==> config.mk <==
export PLATFORM = sky130hd
export DESIGN_NAME = switch_debounce
export DESIGN_NICKNAME = d
export VERILOG_FILES = /design/src/rtl/switch_debounce_pkg.sv /design/src/rtl/sw_debounce_cell.sv /design/src/rtl/switch_debounce.sv
export SDC_FILE = /design/constraint.sdc
export NUM_CORES = 1
export LEC_CHECK = 0
export BUFFER_PORTS_ARGS = -buffer_cell sky130_fd_sc_hd__buf_2
export CAP_MARGIN = 20
export CORE_UTILIZATION = 25
export DETAILED_ROUTE_END_ITERATION = 8
export PLACE_DENSITY_LB_ADDON = 0.05
export SETUP_SLACK_MARGIN = 0.2
export SYNTH_ARGS = -nofsm -noshare
export SYNTH_HDL_FRONTEND = slang
export SYNTH_SLANG_ARGS = --single-unit
export TNS_END_PERCENT = 100
==> constraint.sdc <==
create_clock -name Clk -period 4.65 [get_ports Clk]
set_clock_uncertainty 0.1 [all_clocks]
set_input_delay 0.465 -clock Clk [delete_from_list [all_inputs] [get_ports Clk]]
set_output_delay 0.465 -clock Clk [all_outputs]
set_load 0.005 [all_outputs]
==> src/rtl/switch_debounce_pkg.sv <==
// Shared constants for the push-button conditioning stage.
package switch_debounce_pkg;
  localparam logic SW_IDLE          = 1'b1;
  localparam int   EVT_LSB          = 0;
  localparam int   LVL_LSB          = 4;
  localparam int   DEBOUNCE_CNT_DEF = 1000000;
endpackage

==> src/rtl/sw_debounce_cell.sv <==
// One button: 2-flop synchroniser, qualification counter, stable level and press pulse.
module sw_debounce_cell
  import switch_debounce_pkg::*;
#(
  parameter int DEBOUNCE_CNT = DEBOUNCE_CNT_DEF,
  parameter int CNT_W        = 20
) (
  input  logic Clk,
  input  logic Reset,
  input  logic raw_i,
  output logic level_o,
  output logic press_o
);
  localparam logic [CNT_W-1:0] CNT_LAST = CNT_W'(DEBOUNCE_CNT - 1);

  logic             sync1_q, sync2_q;
  logic [CNT_W-1:0] cnt_q, cnt_d;
  logic             level_q, level_d;
  logic             level_dly_q;
  logic             press_q;

  // Any agreeing cycle clears the count; the terminal value accepts and rewinds,
  // so the counter never passes CNT_LAST.
  always_comb begin
    cnt_d   = '0;
    level_d = level_q;
    if (sync2_q != level_q) begin
      if (cnt_q == CNT_LAST) begin
        level_d = sync2_q;
      end else begin
        cnt_d = cnt_q + 1'b1;
      end
    end
  end

  always_ff @(posedge Clk or posedge Reset) begin
    if (Reset) begin
      sync1_q     <= SW_IDLE;
      sync2_q     <= SW_IDLE;
      cnt_q       <= '0;
      level_q     <= SW_IDLE;
      level_dly_q <= SW_IDLE;
      press_q     <= 1'b0;
    end else begin
      sync1_q     <= raw_i;
      sync2_q     <= sync1_q;
      cnt_q       <= cnt_d;
      level_q     <= level_d;
      level_dly_q <= level_q;
      press_q     <= level_dly_q & ~level_q;
    end
  end

  assign level_o = level_q;
  assign press_o = press_q;
endmodule

==> src/rtl/switch_debounce.sv <==
// Debounced button bus for the LED driver plus sticky W1C press flags on the register port.
module switch_debounce
  import switch_debounce_pkg::*;
#(
  parameter int NUM_SW       = 4,
  parameter int DEBOUNCE_CNT = DEBOUNCE_CNT_DEF,
  parameter int CNT_W        = 20
) (
  input  logic              Clk,
  input  logic              Reset,
  input  logic [NUM_SW-1:0] Switch_raw,
  output logic [NUM_SW-1:0] Switch,
  output logic [NUM_SW-1:0] sw_press,
  input  logic              reg_cs,
  input  logic              reg_wr,
  input  logic [7:0]        reg_wdata,
  output logic [7:0]        reg_rdata
);
  logic [NUM_SW-1:0] evt_q, evt_d;
  logic [NUM_SW-1:0] clr;
  logic              unused_wdata;

  for (genvar i = 0; i < NUM_SW; i++) begin : g_cell
    sw_debounce_cell #(
      .DEBOUNCE_CNT(DEBOUNCE_CNT),
      .CNT_W       (CNT_W)
    ) u_cell (
      .Clk    (Clk),
      .Reset  (Reset),
      .raw_i  (Switch_raw[i]),
      .level_o(Switch[i]),
      .press_o(sw_press[i])
    );
  end

  assign unused_wdata = ^reg_wdata[7:NUM_SW];
  assign clr          = (reg_cs && reg_wr) ? reg_wdata[NUM_SW-1:0] : '0;

  // Set is OR'd in after the clear so a same-cycle press survives.
  always_comb begin
    evt_d = (evt_q & ~clr) | sw_press;
  end

  always_ff @(posedge Clk or posedge Reset) begin
    if (Reset) evt_q <= '0;
    else       evt_q <= evt_d;
  end

  always_comb begin
    reg_rdata                       = '0;
    reg_rdata[EVT_LSB +: NUM_SW]    = evt_q;
    reg_rdata[LVL_LSB +: NUM_SW]    = ~Switch;
  end
endmodule

* Word level (Yosys, flattened, before mapping)
Index checks and enable logic that the tools add are counted.
** Storage, ports and cells
- Bits in registers :: 104
- Bits in latches :: 0
- Memory bits (writable) :: 0
- ROM bits :: 0
- Input bits :: 16
- Output and inout bits :: 16
- Logic and storage cells :: 63
- Memories kept :: 0
** Cells by class
- Add/subtract/negate cells :: 4
- Multipliers :: 0
- Divide/modulo/power cells :: 0
- $lt $le $gt $ge :: 0
- Equality and inequality tests :: 8
- Shift operators :: 0
- Mux-type cells :: 9
- Bitwise logic cells :: 12
- Reduce and logical (&&, ||, !) cells :: 5
** Operators by type and width (count)
- $mux W20 :: 8
- $add A20 B1 Y20 const B :: 4
- $eq A20 B20 Y1 const B :: 4
- $not A4 Y4 :: 2
- $reduce_and A2 Y1 :: 4
- $and A1 B1 Y1 :: 4
- $and A4 B4 Y4 :: 1
- $mux W4 :: 1
- $ne A1 B1 Y1 :: 4
- $not A1 Y1 :: 4
- $or A4 B4 Y4 :: 1
- $logic_and A1 B1 Y1 :: 1

* Longest topological paths before layout
Gate-level depths: netlist (run 1).
- Word-level depth :: 5
- Mapped depth :: 6

* Cells and area by module
Synthesis (run 1) repeated with hierarchy kept, for this count alone.
** Unflattened totals
- Cell total of the unflattened synthesis :: 473
- Area total of the unflattened synthesis :: 4863.4 um^2
** Modules (own cells, without submodules)
- sw_debounce_cell :: times used 4, cells each 114, area an instance 1173.6 um^2, seq. area each 630.6 um^2
- switch_debounce :: times used 1, cells each 17, area an instance 168.9 um^2, seq. area each 100.1 um^2

* Worst setup path before layout (run 1)
OpenSTA, ideal clock, no wires.
- Kind :: reg2reg
- Start point :: reg g_cell[3].u_cell.cnt_q[0]
- End point :: reg g_cell[3].u_cell.cnt_q[18]
- Arrival :: 1911 ps
- Setup slack :: 2566 ps
- Cell stages (with the launch flop) :: 7
- Cell sequence :: dfrtp_1 ha_1 nand2_1 or4_1 buf_2 or4_4 a21oi_2
** On the way
- Cells in the longest elaborated chain, start to end :: 3
- Elaborated cells on any way between the ends :: 4
** Ends and longest elaborated chain
- from (decl) :: line sw_debounce_cell.sv:17 : logic [CNT_W-1:0] cnt_q, cnt_d;
- from (signal assigned) :: line sw_debounce_cell.sv:47 : cnt_q <= cnt_d;
- $add A20 B1 Y20 or $eq A20 B20 Y1 (tied branches) :: line sw_debounce_cell.sv:31, sw_debounce_cell.sv:28
- $mux W20 * :: line sw_debounce_cell.sv:28 : if (cnt_q == CNT_LAST) begin
- $mux W20 * :: line sw_debounce_cell.sv:27 : if (sync2_q != level_q) begin
- net g_cell[3].u_cell.cnt_d[18] :: line sw_debounce_cell.sv:17
Mark *: on every way through the listed nets, which the timed path passes. The rest lies on a longest branch.
A chain may end at the register's enable or synchronous reset.

* Worst setup path in the final report (run 1)
- Start point :: reg g_cell[3].u_cell.cnt_q[6]
- End point :: reg g_cell[3].u_cell.cnt_q[11]
The elaborated chain is that of the path after synthesis.

==> run_results.csv, run 1 <==
group,metric,value,unit
synth,synth_area,4870,um2
clock_network,post-cts-setup-buffer-count,0,
global_route,overflow,0,
synth,avgSynthCellArea,10.2,um2
pwr,swShare,23.3,%
detailed_routing,vias_per_cell,4.52,
placed_design,placed_area,5270,um2
pwr,combPwrFrac,3.3,%
detailed_routing,antenna_left,0,
sta,fmax,0.385,GHz
sta,hold_viol,0,
floorplan,num_rows,50,
clock_network,clkSinkCount,104,
worst_setup_path,critPathTopFamily,"simple AND/OR/NAND/NOR gates",
synth,synth_edf_count,0,
pwr,p_leak,2.20,nW
sta,finalMaxSlewViolations,0,
worst_setup_path,path_cells,"or4_1, or4_1, o21ai_2, nor2_1",
pwr,max-vdd-ir-drop,0.147,mV
clock_network,cts_resized,0,
detailed_routing,drt-initial-drc-count,200,
clock_network,clkTransAtPathRegs,0.07,ns
sta,setup_viol,0,
floorplan,coreArea,18900,um2
floorplan,die_y,142,um
worst_hold_path,hold_class,"in -> reg",
clock_network,cts_buffers,9,
placed_design,place.gp.congestion,0.729,
finish,diodes,0,
worst_setup_path,cpMostUsedCell,"or4_1",
placed_design,port_buffers,27,
finish,syn_to_final_growth,13.8,%
run,drv_cap,0,
floorplan,ios,32,
synth,async_flop_share,100,%
finish,drive_above_1_share,16.4,%
sta,setup_tns,0,ns
synth,synthCells,479,
worst_setup_path,crit_buf_inv,0,
floorplan,die_x,142,um
worst_setup_path,critical_path_class,"reg -> reg",
sta,min_period,2.60,ns
pwr,pwr-share-seq,54.5,%
sta,hold_slack,0.108,ns
synth,yosys_register_bits,104,
synth,syn_nets,499,
clock_network,clk_latency,0.35,ns
floorplan,dieArea,20000,um2
global_route,grt_max_degree,71,
worst_setup_path,worstSetupStartpoint,"g_cell[3].u_cell.cnt_q[6]",
worst_setup_path,critical_path_arrival,2.69,ns
worst_setup_path,cp-start-kind,"register",
clock_network,clockRootBuffer,"clkbuf_16",
pwr,switchingPower,0.397,mW
synth,synth_ff_type,"dfrtp_1",
clock_network,hold_buffers,0,
worst_setup_path,r2r-start,"g_cell[3].u_cell.cnt_q[6]",
pwr,p_int,1.31,mW
sta,tightest_slew,0.898,ns
global_route,grt_pass1_vias,3433,
finish,fin_nets,521,
finish,final_area,5540,um2
synth,yosysUniqueCellTypes,41,
sta,rsz0062_at_grt,"false",
clock_network,cts_tree,"yes",
sta,max-slew-margin-rel,40.1,%
clock_network,clk_path_buf_depth,2,
global_route,grt_pass1_wl,17500,um
worst_setup_path,end_kind,"register",
synth,yosysSeqAreaShare,53.9,%
sta,setup_slack,2.05,ns
detailed_routing,avgRoutedWirePerCell,13.4,um
pwr,p_per_area,308,nW/um2
clock_network,htree_num_levels,3,
global_route,grt_use_total,11.1,%
detailed_routing,num_vias,3465,
synth,yosysWarnings,0,
pwr,clockPowerShare,42.2,%
worst_setup_path,crit_fanout,20,
sta,fin_crit_sh,55.9,%
detailed_routing,drt-total-wl,10200,um
placed_design,dp_hpwl,6740,um
status,outcome,"finished clean",
placed_design,pre_cts_ws,1.99,ns
worst_setup_path,max_stage_delay,0.71,ns
detailed_routing,drc_errors,0,
worst_hold_path,min-delay-start,"Switch_raw[1]",
global_route,antenna_found_initial,0,
floorplan,start_util,25.8,%
detailed_routing,dr.pass1.iters,4,
worst_setup_path,cp.required,4.74,ns
worst_setup_path,cpMaxStageDelayCell,"o21ai_2",
[sequential cells by signal, summed over array words and instances (netlist names)]
signal,cells
g_cell.u_cell.cnt_q,80
g_cell.u_cell.press_o,4
g_cell.u_cell.level_o,4
g_cell.u_cell.level_dly_q,4
evt_q,4
g_cell.u_cell.sync2_q,4
g_cell.u_cell.sync1_q,4
[power groups by stage]
stage	clock network, mW	registers, mW	logic, mW
after floorplan	0	0.945	0.0387
after global placement	0	0.948	0.0598
after detailed placement	0	0.948	0.0594
after CTS	0.765	0.931	0.0596
after global routing	0.796	0.933	0.0663
final	0.722	0.931	0.0563
[per-stage QoR]
step           total power [mW]  instances  utilization (%)
6_report                   1.71        766             29.3
5_1_grt                    1.79        766             29.3
4_1_cts                    1.76        766             29.3
3_5_place_dp               1.01        750             27.9
3_3_place_gp               1.01        750             27.9
2_1_floorplan             0.984        479                -
[synth_stat cells (6+ instances only)]
cell type / n / area, um2
xor2_1: 20 / 175
buf_4: 8 / 60.1
dfstp_2: 16 / 420
or4_1: 14 / 105
nor4_1: 11 / 68.8
and4_1: 6 / 52.6
o21ai_0: 12 / 60.1
nand4_1: 13 / 81.3
a21oi_1: 23 / 115
inv_1: 22 / 82.6
dfrtp_1: 88 / 2200
xnor2_1: 32 / 280
nand3_1: 33 / 165
or3_1: 12 / 75.1
nor3_1: 14 / 70.1
nor2_1: 62 / 233
nand2_1: 24 / 90.1
buf_2: 8 / 40.0
o31ai_1: 11 / 82.6
[cell type report]
| cell class | instances | area, um2 |
|---|---|---|
| clock buffer | 11 | 243 |
| clock inverter | 5 | 32.5 |
| inverter | 22 | 85.1 |
| tap | 260 | 325 |
| fill | 2007 | 13300 |
| timing repair buffer | 31 | 165 |
| multi-input combinational | 333 | 2070 |
| sequential | 104 | 2620 |
[logic make-up after synthesis]
family | after synthesis | synth area share [%]
AO/OA/AOI/OAI | 56 | 6.89
buffers and inverters | 42 | 4.06
adder cells (fa/ha/maj) | 4 | 1.03
multiplexers | 4 | 0.925
flip-flops | 104 | 53.9
AND/OR/NAND/NOR | 217 | 23.9
XOR/XNOR | 52 | 9.35
[layout by cell type (no fill, tap or decap), drive strengths merged, types with 6 or more instances in the layout]
cell,instances
nand4,14
or4,15
inv,22
buf,31
and4,6
nor3,14
or3,14
dfstp,16
a21oi,24
clkbuf,11
xor2,20
nand2,24
o21ai,13
nor2,62
nand3,34
nor4,11
xnor2,32
dfrtp,88
o31ai,11
[worst paths after layout]
kind	slack (ns)	endpoint	depth (start not counted)
worst max-delay path	2.05	g_cell[3].u_cell.cnt_q[11]	4
worst min-delay path	0.11	g_cell[1].u_cell.sync1_q	1
worst max register to register	2.05	g_cell[3].u_cell.cnt_q[11]	4
worst min register to register	0.26	g_cell[2].u_cell.sync2_q	0
max in group asynchronous	3.20	g_cell[1].u_cell.sync1_q	3
min in group asynchronous	0.20	g_cell[2].u_cell.cnt_q[10]	2
[routing by layer]
| metal | global-route usage (%) | share of wire, % | up-vias |
|---|---|---|---|
| li1 | - | - | 1725 |
| met1 | 14.5 | 51 | 1688 |
| met2 | 17.7 | 45 | 41 |
| met3 | 2.90 | 2.9 | 11 |
| met4 | 3.74 | 1.5 | 0 |
| met5 | 0 | 0 | - |
Power figures use the tool's default switching activity.
==> run 2, diff against run 1 <==
==> constraint.sdc (replaced) <==
create_clock -name Clk -period 2.1 [get_ports Clk]
set_clock_uncertainty 0.1 [all_clocks]
set_input_delay 0.21 -clock Clk [delete_from_list [all_inputs] [get_ports Clk]]
set_output_delay 0.21 -clock Clk [all_outputs]
set_load 0.005 [all_outputs]
==> run_results.csv, run 2 (synthesized netlist as in run 1, its figures left out) <==
group,metric,value,unit
worst_setup_path,path_cells,"or4_4, or4_4, o21ai_4, buf_6, nor2_1",
placed_design,place.gp.congestion,0.748,
detailed_routing,vias_per_cell,4.47,
finish,final_cell_mix,"dfrtp_1, buf_4, nor2_1, xnor2_1, buf_2",
clock_network,clk_latency,0.35,ns
worst_setup_path,critical_path_class,"reg -> reg",
clock_network,cts_tree,"yes",
pwr,p_int,3.05,mW
finish,diodes,0,
worst_hold_path,min-delay-start,"reg_wdata[1]",
pwr,switchingPower,0.917,mW
finish,largest_reg_flops,80,
detailed_routing,avgRoutedWirePerCell,13.5,um
worst_setup_path,r2r-start,"g_cell[3].u_cell.cnt_q[8]",
clock_network,clkSinkCount,104,
global_route,groute.layer.met3.usage,3.58,%
floorplan,coreArea,18900,um2
worst_setup_path,crit_fanout,11,
global_route,grt_pass1_vias,3799,
floorplan,start_util,25.8,%
detailed_routing,drt-initial-drc-count,135,
worst_setup_path,end_kind,"register",
global_route,use_met2,19.5,%
floorplan,die_x,142,um
pwr,swShare,23.1,%
sta,fmax,0.477,GHz
global_route,grt_use_met1,16.2,%
worst_setup_path,cp-start-kind,"register",
sta,setup_slack,0.00301,ns
global_route,grt_use_total,12.3,%
finish,layout_commonest_cell,"dfrtp_1",
global_route,top_usage_layer,"met2",
worst_setup_path,worstSetupStartpoint,"g_cell[3].u_cell.cnt_q[8]",
finish,fin_nets,583,
pwr,pwr-share-seq,51.9,%
floorplan,dieArea,20000,um2
clock_network,clockRootBuffer,"clkbuf_16",
finish,fin_cells,828,
worst_setup_path,cp.required,2.24,ns
pwr,max-vdd-ir-drop,0.354,mV
detailed_routing,drt-total-wl,11200,um
sta,finalMaxSlewViolations,0,
pwr,p_leak,2.58,nW
sta,min_period,2.10,ns
sta,tightest_slew,0.576,ns
clock_network,htree_num_levels,3,
worst_setup_path,critical_path_arrival,2.24,ns
finish,drive_above_1_share,35.9,%
worst_hold_path,hold_class,"in -> reg",
worst_setup_path,cpMostUsedCell,"or4_4",
floorplan,num_rows,50,
sta,fin_crit_sh,99.9,%
sta,hold_viol,0,
floorplan,ios,32,
status,outcome,"finished clean",
placed_design,dpl.cell_count,782,
sta,setup_tns,0,ns
floorplan,die_y,142,um
worst_setup_path,cpMaxStageDelayCell,"or4_4",
finish,syn_to_final_growth,33.2,%
pwr,p_per_area,612,nW/um2
global_route,grt_max_degree,105,
placed_design,pre_cts_ws,-0.0262,ns
finish,final_area,6490,um2
sta,rsz0062_at_grt,"true",
run,drv_cap,0,
detailed_routing,num_vias,3699,
worst_setup_path,max_stage_delay,0.54,ns
pwr,combPwrFrac,5.4,%
global_route,overflow,0,
finish,top_register,"g_cell.u_cell.cnt_q",
clock_network,cts_buffers,9,
global_route,antenna_found_initial,0,
placed_design,port_buffers,27,
detailed_routing,dr.pass1.iters,4,
clock_network,clk_path_buf_depth,2,
sta,max-slew-margin-rel,61.6,%
placed_design,dp_hpwl,7050,um
sta,setup_viol,0,
detailed_routing,drc_errors,0,
pwr,clockPowerShare,42.7,%
clock_network,clkTransAtPathRegs,0.07,ns
placed_design,placed_area,5550,um2
detailed_routing,antenna_left,0,
global_route,grt_pass1_wl,19300,um
[run 2: cell types whose count changed in the layout (fill, tap and decap cells not counted), sizes merged]
cell / previous run / this run
buf: 31 / 88
bufinv: 0 / 1
clkbuf: 11 / 13
clkinv: 2 / 1
clkinvlp: 3 / 2
dlygate4sd3: 0 / 5
inv: 22 / 21
[run 2: area by class of cell]
cell class | count | area, um2
fillers | 1939 | 12400
clock inverters | 3 | 42.5
flip-flops and latches | 104 | 2630
well taps | 260 | 325
inverters | 22 | 86.3
repair buffers | 93 | 713
multi-input cells | 333 | 2450
clock buffers | 13 | 240
[run 2: worst max-delay path: cells and delay by family, from the launching register on]
| family | cells | cell delay (ns) |
|---|---|---|
| flops | 1 | 0.38 |
| compound gates | 1 | 0.20 |
| simple gates | 3 | 1.12 |
| buf+inv | 1 | 0.18 |
[run 2: power by group through the flow]
stage	combinational, mW	sequential [mW]	clock [mW]
after floorplan	0.0885	2.09	0
after CTS	0.190	2.06	1.78
after global placement	0.155	2.10	0
after global routing	0.245	2.06	1.85
after detailed placement	0.155	2.10	0
final	0.215	2.06	1.69
[run 2: per-stage QoR]
step / util, % / power, mW / hold WS [ns]
CTS: 32.3 / 4.03 / 0.0478
global placement: 29.4 / 2.25 / 0.216
detailed placement: 29.4 / 2.25 / 0.217
floorplan: - / 2.18 / 0.114
global route: 34.3 / 4.16 / 0.0601
finish: 34.3 / 3.97 / 0.0602
[run 2: repair_timing]
action	CTS	global route
resized for setup	39	67
hold buffers	5	0
setup endpoints to repair	67	84
buffers inserted	7	15
pin swaps	12	25
gates cloned	3	0
endpoints found under the hold margin	92	0
[run 2: per-layer routing]
layer / up-vias / wire length (um)
met1: 1811 / 5590
li1: 1843 / -
met4: 0 / 159
met3: 9 / 282
met2: 36 / 5160
met5: - / 0
[run 2: final timing paths]
check / endpoint / slack (ns) / cells past startpoint
hold reg to reg: g_cell[2].u_cell.sync2_q / 0.26 / 0
min in group asynchronous: g_cell[1].u_cell.cnt_q[15] / 0.47 / 4
hold / removal: evt_q[1] / 0.06 / 3
setup reg to reg: g_cell[3].u_cell.cnt_q[6] / 0.003 / 5
setup / recovery: g_cell[3].u_cell.cnt_q[6] / 0.003 / 5
max in group asynchronous: g_cell[2].u_cell.cnt_q[12] / 0.97 / 4
==> run 3, diff against run 2 <==
==> constraint.sdc (replaced) <==
create_clock -name Clk -period 2.31 [get_ports Clk]
set_clock_uncertainty 0.1 [all_clocks]
set_input_delay 0.231 -clock Clk [delete_from_list [all_inputs] [get_ports Clk]]
set_output_delay 0.231 -clock Clk [all_outputs]
set_load 0.005 [all_outputs]
==> run_results.csv, run 3 (synthesized netlist as in run 1, its figures left out) <==
group,metric,value,unit
finish,fin_util,30.8,%
finish,num-fill-cells,1991,
worst_setup_path,crit_buf_inv,2,
sta,setup_viol,0,
detailed_routing,drt-initial-drc-count,262,
global_route,grt_use_total,11.1,%
worst_setup_path,cpMostUsedCell,"or4_4",
clock_network,clkSinkCount,104,
worst_setup_path,cp.required,2.45,ns
status,outcome,"finished clean",
clock_network,clockRootBuffer,"clkbuf_16",
finish,final_cell_mix,"dfrtp_1, nor2_1, nand3_1, xnor2_1, buf_2",
floorplan,start_util,25.8,%
clock_network,cts_buffers,9,
sta,max-slew-margin-rel,60.7,%
detailed_routing,dr.pass1.iters,4,
clock_network,clkTransAtPathRegs,0.07,ns
floorplan,die_y,142,um
clock_network,htree_num_levels,3,
detailed_routing,num_vias,3512,
finish,largest_reg_flops,80,
pwr,power,3.57,mW
finish,syn_to_final_growth,19.4,%
finish,register_area,2620,um2
floorplan,die_x,142,um
finish,fin_nets,541,
detailed_routing,vias_per_cell,4.47,
finish,layout_commonest_cell,"dfrtp_1",
worst_setup_path,critical_path_class,"reg -> reg",
worst_setup_path,end_kind,"register",
sta,hold_slack,0.0863,ns
floorplan,dieArea,20000,um2
global_route,grt_max_degree,105,
pwr,p_leak,2.32,nW
detailed_routing,drc_errors,0,
run,drv_cap,0,
global_route,groute.layer.met3.usage,3.27,%
placed_design,dp_hpwl,6610,um
sta,finalMaxSlewViolations,0,
finish,diodes,0,
placed_design,port_buffers,27,
floorplan,ios,32,
worst_setup_path,critical_path_arrival,2.24,ns
clock_network,clk_path_buf_depth,2,
placed_design,placed_area,5350,um2
worst_setup_path,crit_fanout,5,
finish,multiInputGateArea,2120,um2
finish,drive_above_1_share,20.9,%
sta,rsz0062_at_grt,"true",
global_route,grt_pass1_vias,3534,
sta,tightest_slew,0.590,ns
global_route,antenna_found_initial,0,
worst_setup_path,cp-start-kind,"register",
worst_setup_path,critPathTopFamily,"simple AND/OR/NAND/NOR gates",
global_route,use_met2,18.4,%
finish,final_area,5810,um2
worst_setup_path,cpMaxStageDelayCell,"or4_4",
finish,top_register,"g_cell.u_cell.cnt_q",
floorplan,num_rows,50,
pwr,max-vdd-ir-drop,0.303,mV
global_route,grt_use_met1,14.0,%
floorplan,coreArea,18900,um2
sta,setup_tns,0,ns
global_route,top_usage_layer,"met2",
worst_setup_path,path_cells,"or4_4, or4_4, o21ai_4, buf_4, buf_6, nor2_1",
sta,fin_crit_sh,91.1,%
clock_network,clk_latency,0.35,ns
detailed_routing,antenna_left,0,
sta,hold_viol,0,
worst_setup_path,max_stage_delay,0.55,ns
detailed_routing,avgRoutedWirePerCell,13.1,um
worst_hold_path,hold_class,"in -> reg",
clock_network,cts_tree,"yes",
detailed_routing,drt-total-wl,10300,um
placed_design,place.gp.congestion,0.708,
global_route,grt_pass1_wl,17500,um
global_route,overflow,0,
sta,fmax,0.475,GHz
sta,min_period,2.10,ns
pwr,p_per_area,614,nW/um2
[run 3: cell count changes in the layout (fill, tap and decap cells not counted), sizes merged]
cell | before | now
clkbuf | 13 | 15
buf | 88 | 46
bufinv | 1 | 0
clkinv | 1 | 0
[run 3: report_power, final]
part / internal [mW] / leakage [nW] / switching, mW
Combinational: 0.0498 / 0.792 / 0.0861
Sequential: 1.85 / 1.38 / 0.0236
Clock: 0.881 / 0.148 / 0.680
Total: 2.78 / 2.32 / 0.789
[run 3: worst register-to-register path, stage by stage (launching register included)]
cell and delay, ns:
dfrtp_1 0.38, or4_4 0.53, or4_4 0.55, o21ai_4 0.15, buf_4 0.13, buf_6 0.11
nor2_1 0.04
[run 3: path summary, 6_finish.rpt]
| check | from | endpoint | slack (ns) | depth (start not counted) |
|---|---|---|---|---|
| setup / recovery | g_cell[3].u_cell.cnt_q[8] | g_cell[3].u_cell.cnt_q[10] | 0.21 | 6 |
| hold / removal | reg_wdata[2] | evt_q[2] | 0.09 | 3 |
| setup reg to reg | g_cell[3].u_cell.cnt_q[8] | g_cell[3].u_cell.cnt_q[10] | 0.21 | 6 |
| hold reg to reg | g_cell[2].u_cell.sync1_q | g_cell[2].u_cell.sync2_q | 0.26 | 0 |
| max in group asynchronous | Reset | g_cell[1].u_cell.cnt_q[6] | 1.15 | 4 |
| min in group asynchronous | Reset | g_cell[2].u_cell.cnt_q[4] | 0.49 | 4 |
[run 3: metal layers]
metal	vias up	share of wire (%)
met5	-	0
met4	0	1.1
met3	7	3.0
met2	38	47
met1	1705	49
li1	1762	-
[run 3: repair_timing]
item                                   in CTS  in global routing
setup buffers                               4                  1
resized for setup                           7                 11
setup endpoints to repair                  21                 43
gates cloned                                1                  0
pin swaps                                   0                  0
hold buffers                                5                  0
endpoints found under the hold margin      92                  0
[run 3: layout make-up]
class	count	share of cell area, %
Sequential cell	104	45.1
Multi-Input combinational cell	333	36.5
Timing Repair Buffer	51	5.98
Tap cell	260	5.60
Clock buffer	15	5.12
Inverter	22	1.49
Clock inverter	1	0.129
[run 3: metrics by stage]
stage          setup WS (ns)  cells
6_report               0.205    786
5_1_grt                0.141    786
4_1_cts                0.194    785
3_5_place_dp           0.158    759
3_3_place_gp           0.161    759
2_1_floorplan          0.226    479
